`config.mk`:
```
export PLATFORM = sky130hd
export DESIGN_NAME = spram_bank_sched
export DESIGN_NICKNAME = d
export VERILOG_FILES = /design/src/rtl/spram_bank_sched.sv
export SDC_FILE = /design/constraint.sdc
export NUM_CORES = 1
export LEC_CHECK = 0
export ABC_AREA = 1
export CORE_AREA = 2 2 84 86
export DETAILED_ROUTE_END_ITERATION = 8
export DIE_AREA = 0 0 86 88
export PLACE_DENSITY = 0.81
export SYNTH_ARGS = -nofsm -noshare
export SYNTH_HDL_FRONTEND = slang
export SYNTH_SLANG_ARGS = --single-unit
```
`constraint.sdc`:
```
create_clock -name clk -period 7.35 [get_ports clk]
set_input_delay 0.735 -clock clk [delete_from_list [all_inputs] [get_ports clk]]
set_output_delay 0.735 -clock clk [all_outputs]
set_load 0.01 [all_outputs]
```
`src/rtl/spram_bank_sched.sv`:
```
// Push/pop scheduler for a FIFO split across two single-port RAM banks.
// Even slots live in bank 0, odd slots in bank 1; same-bank clashes go round-robin.
module spram_bank_sched #(
    parameter int DW = 32,
    parameter int AW = 3
) (
    input  logic          clk,
    input  logic          rst,
    input  logic          flush,
    input  logic          wr_valid,
    output logic          wr_ready,
    input  logic [DW-1:0] wr_data,
    input  logic          rd_valid,
    output logic          rd_ready,
    output logic [DW-1:0] rd_data,
    output logic          rd_dvalid,
    output logic          full,
    output logic          empty,
    output logic [AW:0]   count,
    output logic          en0,
    output logic          we0,
    output logic [AW-2:0] addr0,
    output logic [DW-1:0] din0,
    input  logic [DW-1:0] dout0,
    output logic          en1,
    output logic          we1,
    output logic [AW-2:0] addr1,
    output logic [DW-1:0] din1,
    input  logic [DW-1:0] dout1
);

    logic [AW:0] wp;
    logic [AW:0] rp;
    logic        prio;
    logic        rsel;

    logic push_el;
    logic pop_el;
    logic conflict;
    logic wr_gnt;
    logic rd_gnt;

    assign empty = (wp == rp);
    assign full  = (wp[AW] != rp[AW]) &&
                   (wp[AW-1:0] == rp[AW-1:0]);
    assign count = wp - rp;

    // rst gates the grants so nothing leaks out while reset is held
    assign push_el  = rst && wr_valid && !full && !flush;
    assign pop_el   = rst && rd_valid && !empty && !flush;
    assign conflict = push_el && pop_el && (wp[0] == rp[0]);

    assign wr_gnt = push_el && (!conflict || prio);
    assign rd_gnt = pop_el && (!conflict || !prio);

    assign wr_ready = wr_gnt;
    assign rd_ready = rd_gnt;

    assign rd_data = rsel ? dout1 : dout0;

    always_comb begin
        en0   = 1'b0;
        we0   = 1'b0;
        addr0 = '0;
        din0  = '0;
        en1   = 1'b0;
        we1   = 1'b0;
        addr1 = '0;
        din1  = '0;
        if (wr_gnt) begin
            if (wp[0]) begin
                en1   = 1'b1;
                we1   = 1'b1;
                addr1 = wp[AW-1:1];
                din1  = wr_data;
            end else begin
                en0   = 1'b1;
                we0   = 1'b1;
                addr0 = wp[AW-1:1];
                din0  = wr_data;
            end
        end
        // a granted pop never shares a bank with a granted push
        if (rd_gnt) begin
            if (rp[0]) begin
                en1   = 1'b1;
                addr1 = rp[AW-1:1];
            end else begin
                en0   = 1'b1;
                addr0 = rp[AW-1:1];
            end
        end
    end

    always_ff @(posedge clk or negedge rst) begin
        if (!rst) begin
            wp        <= '0;
            rp        <= '0;
            prio      <= 1'b0;
            rsel      <= 1'b0;
            rd_dvalid <= 1'b0;
        end else if (flush) begin
            wp        <= '0;
            rp        <= '0;
            prio      <= 1'b0;
            rd_dvalid <= 1'b0;
        end else begin
            wp        <= wp + {{AW{1'b0}}, wr_gnt};
            rp        <= rp + {{AW{1'b0}}, rd_gnt};
            rd_dvalid <= rd_gnt;
            if (rd_gnt) begin
                rsel <= rp[0];
            end
            if (conflict) begin
                prio <= ~prio;
            end
        end
    end

endmodule

```
; After elaboration in Yosys (flattened, before gate mapping)
; Index checks and enable logic that the tools add are counted.
[op_classes]
bitwise = 2
mux = 26
n_eq_ne = 4
add_sub_neg = 3
reduce_logical = 20
[ops]
columns = operator, count
row1 = 32-bit 2-to-1 mux, 5
row2 = 2-bit 2-to-1 mux, 8
row3 = 1-bit logical AND, 11
row4 = 1-bit 2-to-1 mux, 11
row5 = 4-bit by 1-bit adder with 4-bit output, 2
row6 = 4-bit 2-to-1 mux, 2
row7 = 1-bit logical NOT, 5
row8 = 4-bit equality test, 1
row9 = 4-bit subtractor, 1
row10 = 3-bit equality test, 1
row11 = 1-bit logical OR, 2
row12 = 1-bit NOT, 2
row13 = 2-bit AND reduction, 1
row14 = 2-bit nonzero test, 1
row15 = 1-bit equality test, 1
row16 = 1-bit != test, 1
[word_totals]
in_bits = 101
reg_bits = 11
out_inout_bits = 113
wordCells = 60

; Logic depth before layout (Yosys ltp)
[logic_depth]
word_depth = 13
ltp_mapped = 16
ltp_nobuf = 14

; Worst setup path before layout
; No wires, ideal clock.
[synth_timing]
path_type = register to output
start = register wp[0]
end = output port en1
stages_incl_launch_ff = 16
arrival_time_ns = 2.510
path_slack_ns = 4.105
path_cell_list = dfrtp_1 buf_2 clkinv_1 clkbuf_1 ha_1 nand3_2 clkinv_1 nand2_1 nand4_1 nand2_2 buf_6 buf_6 inv_1 ha_1 inv_1 nand2_1
[synth_between]
elab_chain_cells = 13
[synth_rtl]
columns = item, line_no
row1 = "start, declared", 32  ; logic [AW:0] wp;
row2 = "start signal, assigned", 108  ; wp <= wp + {{AW{1'b0}}, wr_gnt};
row3 = 3-bit equality test, 45  ; (wp[AW-1:0] == rp[AW-1:0]);
row4 = 1-bit logical AND, 44  ; assign full = (wp[AW] != rp[AW]) &&
row5 = 1-bit logical NOT, 49  ; assign push_el = rst && wr_valid && !full && !flush;
row6 = 1-bit logical AND (2 in series), 49
row7 = 1-bit logical AND (2 in series), 51  ; assign conflict = push_el && pop_el && (wp[0] == rp[0]);
row8 = 1-bit logical NOT, 53  ; assign wr_gnt = push_el && (!conflict || prio);
row9 = 1-bit logical OR, 53
row10 = 1-bit logical AND *, 53
row11 = named net wr_ready, 11  ; output logic wr_ready,
row12 = 1-bit 2-to-1 mux *, --
row13 = named net we1, 26  ; output logic we1,
row14 = 1-bit 2-to-1 mux, 85  ; if (rp[0]) begin
row15 = 1-bit 2-to-1 mux *, 84  ; if (rd_gnt) begin
row16 = "end, declared", 25  ; output logic en1,
; Mark *: on every way through the listed nets, which the timed path passes. The rest lies on a longest branch.

; Worst setup path after layout
[layout_timing]
start = register wp[0]
end = output port en1
[layout_between]
elab_chain_cells = 13
[layout_rtl]
columns = item, line_no
row1 = 3-bit equality test, 45
row2 = 1-bit logical AND, 44
row3 = 1-bit logical NOT, 49
row4 = 1-bit logical AND (2 in series), 49
row5 = 1-bit logical AND (2 in series), 51
row6 = 1-bit logical NOT, "53, 54"
row7 = 1-bit logical OR, 53
row8 = 1-bit logical AND, 53
row9 = 1-bit 2-to-1 mux, 70  ; if (wr_gnt) begin
row10 = 1-bit 2-to-1 mux, 85
row11 = 1-bit 2-to-1 mux *, 84
; Every way passes the cells marked *; elsewhere a longest branch is shown, timed or not.

==> metrics <==
count of final max-slew check failures=0; core utilization of the finished layout=0.5981; RSZ-0062 raised after global routing=false; wire length of the first global-routing pass=11870 um; nets in the synthesized netlist=364; DRC errors left=0; Cell Chain, Critical Path=buf_4 -> clkinv_1 -> ha_1 -> nand3_2 -> clkinv_1 -> nand2_1 -> nand4_1 -> nand2_2 -> buf_4 -> inv_1 -> ha_1 -> inv_1 -> nand2_1 -> clkdlybuf4s50_1; highest achievable clock rate=~190 MHz; width of the die=86 um; number of gates given a new drive strength after cts=0; worst setup path category=reg -> out; average via count per standard cell=4.519; max incr delay on CP=0.89 ns; leading post-synthesis cells by instance count=55 x sky130_fd_sc_hd__nor3_1, 49 x sky130_fd_sc_hd__inv_1, 32 x sky130_fd_sc_hd__mux2_2; Post-CTS Hold Fix Bufs=0; critical path required time=6.61 ns; initial core utilization=0.2661; largest area contributor in the synthesized netlist=sky130_fd_sc_hd__mux2_2; Yosys Warn Count=0; Yosys reg bits=11; detailed placement HPWL=6696 um; Worst Skew=0.002492 ns; final setup violating endpoints=0; maximum fanout count along the critical path=69; largest net degree at the start of global routing=70; antenna violations before repair=0; Top delay family on crit path=buffers and inverters; share of the synthesized area in compound gates (AO/OA/AOI/OAI)=0.02760; number of buffers added by the clock tree synthesis step=3; sequential element share of the synthesized area=0.1557; number of primary I/O pins=214; worst IR drop on VDD=0.00005231 V; share of synthesized registers carrying an async set or reset=1.000; Reg clk slew, reported paths=around 0.05 ns; CTS tree=done; Final ANT Viol Nets=0; count of routing violations after the opening detailed-route iteration=76; top cell type's share of synthesized area=0.2038; overflow left after global routing=0; Max-Cap Viols=0; placed cell count=532; Post-synth EDFFs=0; clock net sink count=11; non-filler instance count after layout=about 540; total wire length=8022 um; share of synthesized area spent on multiplexers=0.2038; # rows=30; full die area=7568 um2; standard cell with the maximum stage delay on the critical path=sky130_fd_sc_hd__clkinv_1; headroom to the max-slew limit=0.3358; Sum Neg Setup Slack=0 ns; static leakage=~1.7 nW; CP Buf/Inv Count=7; startpoint type of the worst setup path=flop; Clock Root Buffer=sky130_fd_sc_hd__clkbuf_8; syn avg cell area=6.960 um2; number of buffers on the longest clock path=2; Core Footprint=between 6000 and 7000 um2; Worst-Margin Slew=approximately 0.99 ns; Synth Area in Adders=0.06794; Critical Path End Type=output port; mapped cell area=1768 um2; Arr. time, crit path=between 4 and 5 ns; most frequent cell after synthesis=sky130_fd_sc_hd__nor3_1; post-synthesis share of cell area spent on xor and xnor gates=0.01982; path type of the worst min-delay path=reg -> reg; count of input and output buffers=213; area fraction in and, or, nand and nor cells after synthesis=0.3531; number of iterations in the first detailed-routing pass=4; largest family of logic cells by synthesized area=simple AND/OR/NAND/NOR gates; Tmin final=5.394 ns; vertical die dimension=88 um; power density over cell area=70.07 nW/um2; WHS=0.5072 ns; final critical-path share of the clock period=0.7339; antenna cells=0; clk_lat worst skew=0.24 ns; post-synthesis instance total=~250; fraction of layout instances using a drive strength above 1=0.1382; number of endpoints with negative hold slack in the final report=0; routed wirelength normalized by instance count=14.97 um; number of buffers inserted by post-CTS setup repair=0; Area growth, synth to finish=124.8%; depth of the CTS H-tree=1; routability congestion estimate from global placement=0.8026; overall routing resource usage=0.1991; Yosys cell types=26; status=complete, no violations; dominant cells by area after synthesis=sky130_fd_sc_hd__mux2_2 20%, sky130_fd_sc_hd__dfrtp_1 16%, sky130_fd_sc_hd__nor3_1 16%, sky130_fd_sc_hd__inv_1 10%, sky130_fd_sc_hd__ha_1 5.7%; number of global-route vias before repair=2341; total number of vias=2422; primary flip-flop cell chosen by synthesis mapping=sky130_fd_sc_hd__dfrtp_1; Final nets=567
## metal layers
metal | routed length, um | part of all wire | global-route usage
met5 | 0 | 0 | 0
met4 | 96 | 0.012 | 0.04473
met3 | 434 | 0.054 | 0.04901
met2 | 4188 | 0.52 | 0.3481
met1 | 3302 | 0.41 | 0.2473
## cell usage in the layout, fill, tap and decap left out, drive strengths merged
master           n
nand2           25
nand3            6
fa               1
inv             54
clkdlybuf4s50  213
nand4            5
clkbuf           4
xor2             1
o21ai            5
a21oi            4
xnor2            3
mux2            32
dfrtp           11
nor3            65
nor2            14
ha               8
clkinv           2
buf              3
## state kept, by name, indices dropped and copies added (netlist names)
signal / cells
rp: 4
wp: 4
prio: 1
rd_dvalid: 1
rsel: 1
## power by group
group | total (mW) | switching [mW] | internal (mW) | leakage [nW]
Sequential | 0.0620 | 0.000563 | 0.0615 | 0.153
Combinational | 0.155 | 0.0592 | 0.0961 | 1.48
Clock | 0.0611 | 0.0230 | 0.0381 | 0.0228
Total | 0.278 | 0.0828 | 0.196 | 1.65
## final cells by class
| type | instances | area (um2) |
|---|---|---|
| Fill cell | 637 | 2670 |
| Timing Repair Buffer | 216 | 2155 |
| Sequential cell | 11 | 275.3 |
| Multi-Input combinational cell | 169 | 1189 |
| Inverter | 56 | 210.2 |
| Clock buffer | 4 | 45.04 |
| Tap cell | 80 | 100.1 |
## worst paths after layout
kind / depth (start not counted) / slack (ns) / from / end
setup / recovery: 14 / 1.96 / wp[0] / en1
hold / removal: 1 / 0.51 / prio / prio
setup reg to reg: 14 / 2.99 / wp[0] / wp[2]
hold reg to reg: 1 / 0.51 / prio / prio
max in group asynchronous: 1 / 6.07 / rst / rp[2]
min in group asynchronous: 1 / 0.88 / rst / rp[0]
## metrics by stage
step	setup slack (ns)	instance area, um2	power (mW)
after floorplan	4.105	1768	0.1199
after global placement	2.302	3929	0.2161
after detailed placement	2.199	3929	0.2183
after CTS	1.917	3974	0.2817
after global routing	1.571	3974	0.2942
final	1.956	3974	0.2784
## logic make-up after synthesis
family                     after synthesis
AOI/OAI and AO/OA                        9
xor gates and xnor gates                 4
adders and majority gates                9
buffers and inverters                   74
DFF                                     11
muxes                                   32
and+or+nand+nor                        115
Power figures use the tool's default switching activity.
